`config.mk`:
```
export PLATFORM = sky130hd
export DESIGN_NAME = pc_fetch_unit
export DESIGN_NICKNAME = d
export VERILOG_FILES = /design/src/rtl/pc_fetch_pkg.sv /design/src/rtl/return_addr_stack.sv /design/src/rtl/pc_fetch_unit.sv
export SDC_FILE = /design/constraint.sdc
export NUM_CORES = 1
export LEC_CHECK = 0
export CAP_MARGIN = 10
export CORE_MARGIN = 5
export CORE_UTILIZATION = 53
export DETAILED_ROUTE_END_ITERATION = 8
export PLACE_DENSITY = 0.8
export SYNTH_ARGS = -nofsm -noshare
export SYNTH_HDL_FRONTEND = slang
export SYNTH_SLANG_ARGS = --single-unit
```
`constraint.sdc`:
```
create_clock -name clk -period 4.91 [get_ports clk]
set_clock_uncertainty 0.05 [all_clocks]
set_input_delay 0.491 -clock clk [delete_from_list [all_inputs] [get_ports clk]]
set_output_delay 0.491 -clock clk [all_outputs]
set_load 0.1 [all_outputs]
```
`src/rtl/pc_fetch_pkg.sv`:
```
// Shared types and constants for the fetch-stage program counter.
package pc_fetch_pkg;

    typedef enum logic [2:0] {
        SEL_RESET,
        SEL_REDIRECT,
        SEL_HOLD,
        SEL_RAS,
        SEL_SEQ
    } next_pc_sel_e;

    localparam logic [31:0] DEFAULT_RESET_VECTOR = 32'hBFC0_0000;
    localparam int unsigned PC_INCR              = 4;

endpackage

```
`src/rtl/return_addr_stack.sv`:
```
// Circular return-address stack with a top pointer and saturating count;
// on overflow the oldest entry is overwritten.
module return_addr_stack
    import pc_fetch_pkg::*;
#(
    parameter int unsigned WIDTH     = 32,
    parameter int unsigned RAS_DEPTH = 4
) (
    input  logic             clk,
    input  logic             rst,
    input  logic             push,
    input  logic             pop,
    input  logic [WIDTH-1:0] push_data,
    output logic [WIDTH-1:0] top_c,
    output logic             empty,
    output logic             full
);

    localparam int unsigned PTR_W = $clog2(RAS_DEPTH);
    localparam int unsigned CNT_W = $clog2(RAS_DEPTH + 1);

    logic [WIDTH-1:0] mem [RAS_DEPTH];
    logic [PTR_W-1:0] top_ptr;
    logic [PTR_W-1:0] top_ptr_next;
    logic [CNT_W-1:0] count;
    logic [CNT_W-1:0] count_next;
    logic             wr_en;
    logic [PTR_W-1:0] wr_idx;
    logic             is_empty;

    assign is_empty = (count == CNT_W'(0));
    assign top_c    = mem[top_ptr];

    // Pointer/count update; a pop on an empty stack degrades to push-only or no-op.
    always_comb begin
        top_ptr_next = top_ptr;
        count_next   = count;
        wr_en        = 1'b0;
        wr_idx       = top_ptr;
        if (push && pop && !is_empty) begin
            wr_en = 1'b1;
        end else if (push) begin
            wr_en        = 1'b1;
            wr_idx       = top_ptr + PTR_W'(1);
            top_ptr_next = top_ptr + PTR_W'(1);
            if (count != CNT_W'(RAS_DEPTH)) begin
                count_next = count + CNT_W'(1);
            end
        end else if (pop && !is_empty) begin
            top_ptr_next = top_ptr - PTR_W'(1);
            count_next   = count - CNT_W'(1);
        end
    end

    always_ff @(posedge clk) begin
        if (rst) begin
            top_ptr <= '0;
            count   <= '0;
            empty   <= 1'b1;
            full    <= 1'b0;
        end else begin
            top_ptr <= top_ptr_next;
            count   <= count_next;
            empty   <= (count_next == CNT_W'(0));
            full    <= (count_next == CNT_W'(RAS_DEPTH));
        end
    end

    // Entry contents are don't-care after reset.
    always_ff @(posedge clk) begin
        if (wr_en) begin
            mem[wr_idx] <= push_data;
        end
    end

endmodule

```
`src/rtl/pc_fetch_unit.sv`:
```
// Fetch-stage PC register with stall, execute redirect and RAS-predicted returns.
module pc_fetch_unit
    import pc_fetch_pkg::*;
#(
    parameter int unsigned       WIDTH        = 32,
    parameter logic [WIDTH-1:0]  RESET_VECTOR = WIDTH'(DEFAULT_RESET_VECTOR),
    parameter int unsigned       RAS_DEPTH    = 4
) (
    input  logic             clk,
    input  logic             rst,
    input  logic             stall,
    input  logic             redirect_valid,
    input  logic [WIDTH-1:0] redirect_target,
    input  logic             push_valid,
    input  logic [WIDTH-1:0] push_addr,
    input  logic             pop_valid,
    output logic [WIDTH-1:0] pc,
    output logic [WIDTH-1:0] pc_plus4,
    output logic             ras_empty,
    output logic             ras_full,
    output logic             misaligned
);

    next_pc_sel_e     sel;
    logic [WIDTH-1:0] pc_next;
    logic [WIDTH-1:0] ras_top;
    logic             ras_push;
    logic             ras_pop;

    // Decode hints are stale when the slot is held or squashed.
    assign ras_push = push_valid && !stall && !redirect_valid;
    assign ras_pop  = pop_valid  && !stall && !redirect_valid;

    return_addr_stack #(
        .WIDTH     (WIDTH),
        .RAS_DEPTH (RAS_DEPTH)
    ) u_ras (
        .clk       (clk),
        .rst       (rst),
        .push      (ras_push),
        .pop       (ras_pop),
        .push_data (push_addr),
        .top_c     (ras_top),
        .empty     (ras_empty),
        .full      (ras_full)
    );

    always_comb begin
        sel = SEL_SEQ;
        if (rst) begin
            sel = SEL_RESET;
        end else if (redirect_valid) begin
            sel = SEL_REDIRECT;
        end else if (stall) begin
            sel = SEL_HOLD;
        end else if (ras_pop && !ras_empty) begin
            sel = SEL_RAS;
        end
    end

    always_comb begin
        pc_next = pc_plus4;
        case (sel)
            SEL_RESET:    pc_next = RESET_VECTOR;
            SEL_REDIRECT: pc_next = redirect_target;
            SEL_HOLD:     pc_next = pc;
            SEL_RAS:      pc_next = ras_top;
            default:      pc_next = pc_plus4;
        endcase
    end

    always_ff @(posedge clk) begin
        if (rst) begin
            pc         <= RESET_VECTOR;
            pc_plus4   <= RESET_VECTOR + WIDTH'(PC_INCR);
            misaligned <= 1'b0;
        end else begin
            pc         <= pc_next;
            pc_plus4   <= pc_next + WIDTH'(PC_INCR);
            misaligned <= |pc_next[1:0];
        end
    end

endmodule
```
==> results.toml, run 1 <==
[sta]
worst_slack_ns = 1.10
setup_viol = 0
hold_violations = 0
totalNegativeSetupSlack_ns = 0
rsz_0062_raised_after_global_routing = "false"
timing.fmax_ghz = 0.262
layout_worst_path_cycle_share_pct = 77.6
period_minus_slack_ns = 3.81
worst-slew-pin-transition_ns = 1.04
final_max_slew_viol_count = 0
slew-limit-headroom_pct = 30.3

[floorplanning]
floorplan.die_area_um2 = 18000
core_um2 = 15100
floorplan.die.width_um = 134
floorplan.initialDensity_pct = 53.8
floorplan.rows = 45
dieHeight_um = 134
ioPinCount = 137

[detailed_routing]
drtPass1Iterations = 5
iteration_0_drc_count_of_the_detailed_router = 663
antenna_left = 0
route.detailed.drc = 0
drt-total-wl_um = 19600
vias = 5274
route.detailed.wl_per_inst_um = 22.4
vias_per_cell = 6.03

[cells_and_area]
drive_gt1_share_pct = 14.6
instances_no_fill = 874
fin_area_um2 = 10200
final_util_pct = 67.5
areaGrowthSynthToFinish_pct = 25.5
nFillCells = 1012
antenna-diode-count = 0
fin_nets = 749

[synth]
yosysSeqAreaShare_pct = 64.8
yosysTopAreaCell = "sky130_fd_sc_hd__edfxtp_1"
synth_warnings = 0
total_of_flip_flops_plus_latches_after_synthesis = 200
synth_largest_type_area_fraction_pct = 47.1
synthesis.area_per_instance_um2 = 15.1
synth.net_count = 615
postSynth.asyncResetShare_pct = 0
synth.cell_area_um2 = 8150
synth_enable_flop_cells = 128
ys_top_cells_by_area = "sky130_fd_sc_hd__edfxtp_1 47%, sky130_fd_sc_hd__dfxtp_1 18%, sky130_fd_sc_hd__mux4_2 8.8%, sky130_fd_sc_hd__a221o_1 2.0%, sky130_fd_sc_hd__xnor2_1 1.7%"
ys_types = 61
syn_inst = 539
synth_flop_cell = "sky130_fd_sc_hd__edfxtp_1"

[clocking]
root_buf_cell = "sky130_fd_sc_hd__clkbuf_16"
tritoncts_num_sinks = 200
holdBufCountCts = 0
insertion_delay_ns = 0.43
cts.reportedPaths.clkPinSlew_ns = 0.07
post_cts_resize_count = 0
cts_tree = "yes"
cts.repair_timing.setup_buffer_count = 0
tritoncts.num_buffers = 17
clockBufferDepth = 2
cts-htree-levels = 4

[setup_path]
worst_ep_arrival_time_ns = 4.08
critical_path.endpoint = "pc_plus4[30]$_SDFF_PP0_"
critical_path_peak_fanout = 23
r2r.worst_path.cells = 8
timing.critical_path.to_type = "register"
r2r_slack_ns = 1.58
cp.required_ns = 5.18
setup.worst_path.start = "stall"
criticalPathCategory = "input pin to register"
rr_endpoint = "pc_plus4[30]$_SDFF_PP0_"
setup.worst_path.start_class = "input pin"

[placed_design]
pre_cts_slack_ns = 0.727
gp_congestion = 0.842
hpwl_um = 13500
placement.cell_area_um2 = 9690
placed_cells = 842
buffer_ports.inserted = 136

[global_route]
grt_pass1_wl_um = 30700
overflow = 0
grt_usage_pct = 22.5
antenna_violations_before_repair = 2
grt_start_max_net_pins = 48
first_global_vias = 5531

[status]
outcome = "complete, no violations"

[job]
drv_cap = 0

[power_and_ir_drop]
ir_worst_vdd_mv = 0.242
power_density_nw_per_um2 = 375
power_leakage_nw = 3.54

[hold_path]
worstHoldPathType = "register to register"
==> per-stage QoR <==
stage | hold WS, ns | power (mW)
finish | 0.485 | 3.83
detailed placement | 0.470 | 2.58
CTS | 0.486 | 3.84
floorplan | 0.450 | 2.37
global placement | 0.468 | 2.56
global route | 0.518 | 3.95
==> synthesized netlist by cell type (2+ instances only) <==
cell,number
sky130_fd_sc_hd__nand3b_1,8
sky130_fd_sc_hd__a222oi_1,12
sky130_fd_sc_hd__ha_1,6
sky130_fd_sc_hd__inv_1,28
sky130_fd_sc_hd__a21o_1,3
sky130_fd_sc_hd__o31a_1,2
sky130_fd_sc_hd__nand2b_1,3
sky130_fd_sc_hd__nand2_1,28
sky130_fd_sc_hd__a31oi_1,2
sky130_fd_sc_hd__clkbuf_1,10
sky130_fd_sc_hd__a221oi_2,3
sky130_fd_sc_hd__nor4_2,6
sky130_fd_sc_hd__nand3_1,9
sky130_fd_sc_hd__nor2b_1,2
sky130_fd_sc_hd__buf_4,7
sky130_fd_sc_hd__a21oi_1,15
sky130_fd_sc_hd__xor2_1,2
sky130_fd_sc_hd__o21ai_0,5
sky130_fd_sc_hd__or3_1,3
sky130_fd_sc_hd__buf_6,4
sky130_fd_sc_hd__buf_2,12
sky130_fd_sc_hd__nand4b_1,2
sky130_fd_sc_hd__a221oi_1,8
sky130_fd_sc_hd__nor4_1,2
sky130_fd_sc_hd__mux2i_1,8
sky130_fd_sc_hd__mux4_2,32
sky130_fd_sc_hd__nor3_1,8
sky130_fd_sc_hd__or2_2,4
sky130_fd_sc_hd__nand4_1,2
sky130_fd_sc_hd__nand4_4,2
sky130_fd_sc_hd__and2_1,3
sky130_fd_sc_hd__nor4_4,2
sky130_fd_sc_hd__xnor2_1,16
sky130_fd_sc_hd__a211oi_1,2
sky130_fd_sc_hd__a221o_1,16
sky130_fd_sc_hd__edfxtp_1,128
sky130_fd_sc_hd__dfxtp_1,72
sky130_fd_sc_hd__a22o_1,12
sky130_fd_sc_hd__nor2_1,28
==> how the worst min path moves through the flow <==
stage | slack (ns) | startpoint | cells after the start | end
floorplan | 0.45 | u_ras.count[1]$_SDFF_PP0_ | 2 | u_ras.count[1]$_SDFF_PP0_
global placement | 0.47 | u_ras.count[1]$_SDFF_PP0_ | 2 | u_ras.count[1]$_SDFF_PP0_
detailed placement | 0.47 | pc_plus4[26]$_SDFF_PP1_ | 2 | pc[26]$_SDFF_PP1_
CTS | 0.49 | pc_plus4[26]$_SDFF_PP1_ | 2 | pc[26]$_SDFF_PP1_
global route | 0.52 | pc_plus4[26]$_SDFF_PP1_ | 2 | pc[26]$_SDFF_PP1_
finish | 0.49 | pc_plus4[26]$_SDFF_PP1_ | 2 | pc[26]$_SDFF_PP1_
==> layout by cell type, fill, tap and decap left out, drive strengths merged, types with 6 or more instances in the layout <==
| master | synthesis | final |
|---|---|---|
| ha | 6 | 6 |
| a22o | 12 | 12 |
| nor2 | 28 | 28 |
| edfxtp | 128 | 128 |
| nand3b | 8 | 8 |
| a21oi | 15 | 15 |
| a221oi | 11 | 11 |
| clkbuf | 10 | 25 |
| clkinv | 1 | 6 |
| nand2 | 28 | 28 |
| nand3 | 9 | 9 |
| xnor2 | 16 | 16 |
| mux2i | 8 | 8 |
| inv | 29 | 30 |
| mux4 | 32 | 32 |
| a221o | 16 | 16 |
| nor3 | 8 | 8 |
| a222oi | 12 | 12 |
| dfxtp | 72 | 72 |
| nor4 | 10 | 10 |
| clkdlybuf4s50 | 0 | 135 |
| buf | 24 | 14 |
==> power by group <==
| group | switching (mW) | internal, mW | leakage, nW |
|---|---|---|---|
| clock network | 0.586 | 0.704 | 0.264 |
| logic | 0.445 | 0.201 | 1.53 |
| registers | 0.0480 | 1.85 | 1.75 |
| total | 1.08 | 2.75 | 3.54 |
==> critical path, cell delays in order <==
cell                              delay [ns]
sky130_fd_sc_hd__clkdlybuf4s50_1        0.73
sky130_fd_sc_hd__nor3b_4                0.42
sky130_fd_sc_hd__and2_1                 0.39
sky130_fd_sc_hd__buf_4                  0.37
sky130_fd_sc_hd__a222oi_1               0.23
sky130_fd_sc_hd__nor4_2                 0.55
sky130_fd_sc_hd__nand4_4                0.29
sky130_fd_sc_hd__nor4b_4                0.29
sky130_fd_sc_hd__mux2_4                 0.32
==> flip-flops by register name, summed over array words and instances, names as in the netlist, named ones only <==
name,flops
pc,32
u_ras.mem,128
misaligned,1
u_ras.empty,1
u_ras.count,3
u_ras.full,1
pc_plus4,30
u_ras.top_ptr,2
==> logic make-up (layout without fill, tap and decap cells) <==
group,Yosys count,after routing,synth area share (%)
xor+xnor,18,18,1.93
mux,41,41,10.0
compound gates,89,89,9.16
buf+inv,64,211,3.82
flops,200,200,64.8
simple gates,121,121,9.33
fa+ha+maj,6,6,0.921
==> per-layer routing <==
layer	wire, µm	share of wire (%)	global-route usage, %
met1	8010	41	30.5
met2	9090	46	35.3
met3	1960	10	6.30
met4	482	2.5	7.75
met5	27	0.14	0
==> final cells by class <==
type                    instances  area, µm²  area share (%)
repair buffers                149       1450            14.2
multi-input cells             275       2600            25.4
well taps                     188        235            2.30
flip-flops and latches        200       5290            51.7
inverters                      30        113            1.10
clock inverters                 7       43.8           0.428
clock buffers                  25        497            4.86
(Power assumes the default switching activity.)
==> run 2, diff against run 1 <==
Settings changed: CORE_UTILIZATION 53 to 48, PLACE_DENSITY 0.8 to 0.76.
Clock period 4.91 ns to 3.22 ns, I/O delays scaled along.
==> run 2 against run 1 <==
- combinational power up 61%
- die area rose by 9.6%
- routed wire length up 7.7%
- sequential share of layout area is 2.7 points lower
- critical path depth rose by 4
- power up 62%
==> results.toml, run 2 (synthesis results as in run 1) <==
[sta]
timing.fmax_ghz = 0.337
totalNegativeSetupSlack_ns = 0
worst-slew-pin-transition_ns = 1.01
slew-limit-headroom_pct = 32.3
setup_viol = 0
period_minus_slack_ns = 2.97
hold_violations = 0
final_max_slew_viol_count = 0
layout_worst_path_cycle_share_pct = 92.2
rsz_0062_raised_after_global_routing = "false"

[clocking]
cts.repair_timing.setup_buffer_count = 0
insertion_delay_ns = 0.43
cts_tree = "yes"
cts-htree-levels = 4
post_cts_resize_count = 0
holdBufCountCts = 0
cts.reportedPaths.clkPinSlew_ns = 0.06
clockBufferDepth = 2
tritoncts_num_sinks = 200
root_buf_cell = "sky130_fd_sc_hd__clkbuf_16"
tritoncts.num_buffers = 17

[setup_path]
cp.required_ns = 3.53
setup.worst_path.start_class = "input pin"
criticalPathCategory = "input pin to register"
critical_path_peak_fanout = 7
timing.critical_path.to_type = "register"
worst_ep_arrival_time_ns = 3.28

[detailed_routing]
drtPass1Iterations = 7
vias_per_cell = 5.84
route.detailed.wl_per_inst_um = 22.1
vias = 5581
iteration_0_drc_count_of_the_detailed_router = 633
antenna_left = 0
drt-total-wl_um = 21100
route.detailed.drc = 0

[power_and_ir_drop]
clock_power_share_pct = 36.6
post-layout-total-power_mw = 6.20
p_int_mw = 4.53
sw_frac_of_total_pct = 27.0
power_leakage_nw = 3.85
power_density_nw_per_um2 = 574
switchingPower_mw = 1.67
power.combinational.fraction_pct = 16.8
ir_worst_vdd_mv = 0.513
share_seq_of_total_power_pct = 46.5

[global_route]
overflow = 0
antenna_violations_before_repair = 0
grt_pass1_wl_um = 32800
grt_usage_pct = 21.9
grt_start_max_net_pins = 21
first_global_vias = 5761

[cells_and_area]
fin_nets = 799
antenna-diode-count = 0
biggestRegsByFlops = "u_ras.mem x128, pc x32, pc_plus4 x30"
max_flop_register = "u_ras.mem"
areaGrowthSynthToFinish_pct = 32.5
area.sequential_um2 = 5290
most_frequent_cells_in_the_layout = "135 x sky130_fd_sc_hd__clkdlybuf4s50_1, 128 x sky130_fd_sc_hd__edfxtp_1, 70 x sky130_fd_sc_hd__dfxtp_1"
nFillCells = 1144
largest_register_ff_count = 128
final_util_pct = 64.9
mostFrequentLayoutCell = "sky130_fd_sc_hd__clkdlybuf4s50_1"
drive_gt1_share_pct = 20.8
fin_area_um2 = 10800
area_of_combinational_cells_with_multiple_inputs_um2 = 2600

[floorplanning]
dieHeight_um = 140
floorplan.rows = 47
floorplan.die_area_um2 = 19700
floorplan.initialDensity_pct = 49.0
core_um2 = 16600
ioPinCount = 137
floorplan.die.width_um = 140

[placed_design]
gp_congestion = 0.897
buffer_ports.inserted = 136
hpwl_um = 15100
placement.cell_area_um2 = 10200

[hold_path]
worstHoldPathType = "input pin to register"

[job]
drv_cap = 0

[status]
outcome = "complete, no violations"
## run 2: cell count changes in the layout (fill, tap and decap cells not counted), moves of 2 or more
cell,delta
sky130_fd_sc_hd__buf_4,+45
sky130_fd_sc_hd__buf_12,+5
sky130_fd_sc_hd__bufinv_16,+5
sky130_fd_sc_hd__clkbuf_1,-5
sky130_fd_sc_hd__clkinv_4,+3
sky130_fd_sc_hd__clkbuf_8,-2
sky130_fd_sc_hd__clkinv_1,+2
## run 2: area by class of cell
| type | count | share of cell area (%) |
|---|---|---|
| Timing Repair Buffer | 199 | 17.5 |
| Multi-Input combinational cell | 275 | 24.1 |
| Clock inverter | 14 | 1.91 |
| Clock buffer | 17 | 3.94 |
| Tap cell | 220 | 2.55 |
| Inverter | 30 | 1.04 |
| Sequential cell | 200 | 49.0 |
## run 2: final timing paths
kind | start | to | slack [ns] | depth (start not counted)
min reg2reg | pc_plus4[19]$_SDFF_PP0_ | pc[19]$_SDFF_PP0_ | 0.53 | 2
max reg2reg | register | pc_plus4[22]$_SDFF_PP1_ | 0.28 | 10
min | redirect_valid | pc[0]$_SDFF_PP0_ | 0.40 | 4
max | stall | pc_plus4[22]$_SDFF_PP1_ | 0.25 | 13
## run 2: per-layer routing
metal,vias to the layer above,routed length (µm),track usage (%)
met2,309,10100,35.1
met4,0,240,5.71
met1,2776,8830,29.5
met3,20,1860,6.48
li1,2476,-,-
met5,-,0,0
## run 2: worst max-delay path: stages
cell and delay [ns]:
sky130_fd_sc_hd__clkdlybuf4s50_1 0.64, sky130_fd_sc_hd__buf_4 0.23, sky130_fd_sc_hd__nand3b_1 0.09, sky130_fd_sc_hd__a21oi_1 0.19, sky130_fd_sc_hd__a221o_1 0.17, sky130_fd_sc_hd__ha_1 0.20
sky130_fd_sc_hd__inv_1 0.05, sky130_fd_sc_hd__a311o_1 0.32, sky130_fd_sc_hd__nor4_4 0.24, sky130_fd_sc_hd__nand4_4 0.18, sky130_fd_sc_hd__buf_4 0.19, sky130_fd_sc_hd__o41a_1 0.31
sky130_fd_sc_hd__nor2_1 0.14
## run 2: power groups by stage
stage	sequential, mW	combinational (mW)	clock, mW
floorplan	3.33	0.282	0
global placement	2.94	1.02	0
detailed placement	2.94	1.04	0
CTS	2.88	1.05	2.29
global route	2.89	1.09	2.40
finish	2.89	1.04	2.27
## run 2: through the flow
| stage | hold WS (ns) | worst slack (ns) | instances |
|---|---|---|---|
| after detailed placement | 0.489 | -0.144 | 924 |
| final | 0.402 | 0.251 | 955 |
| after floorplan | 0.371 | -0.0768 | 539 |
| after global placement | 0.466 | -0.0550 | 924 |
| after CTS | 0.382 | 0.228 | 955 |
| after global routing | 0.421 | 0.0443 | 955 |
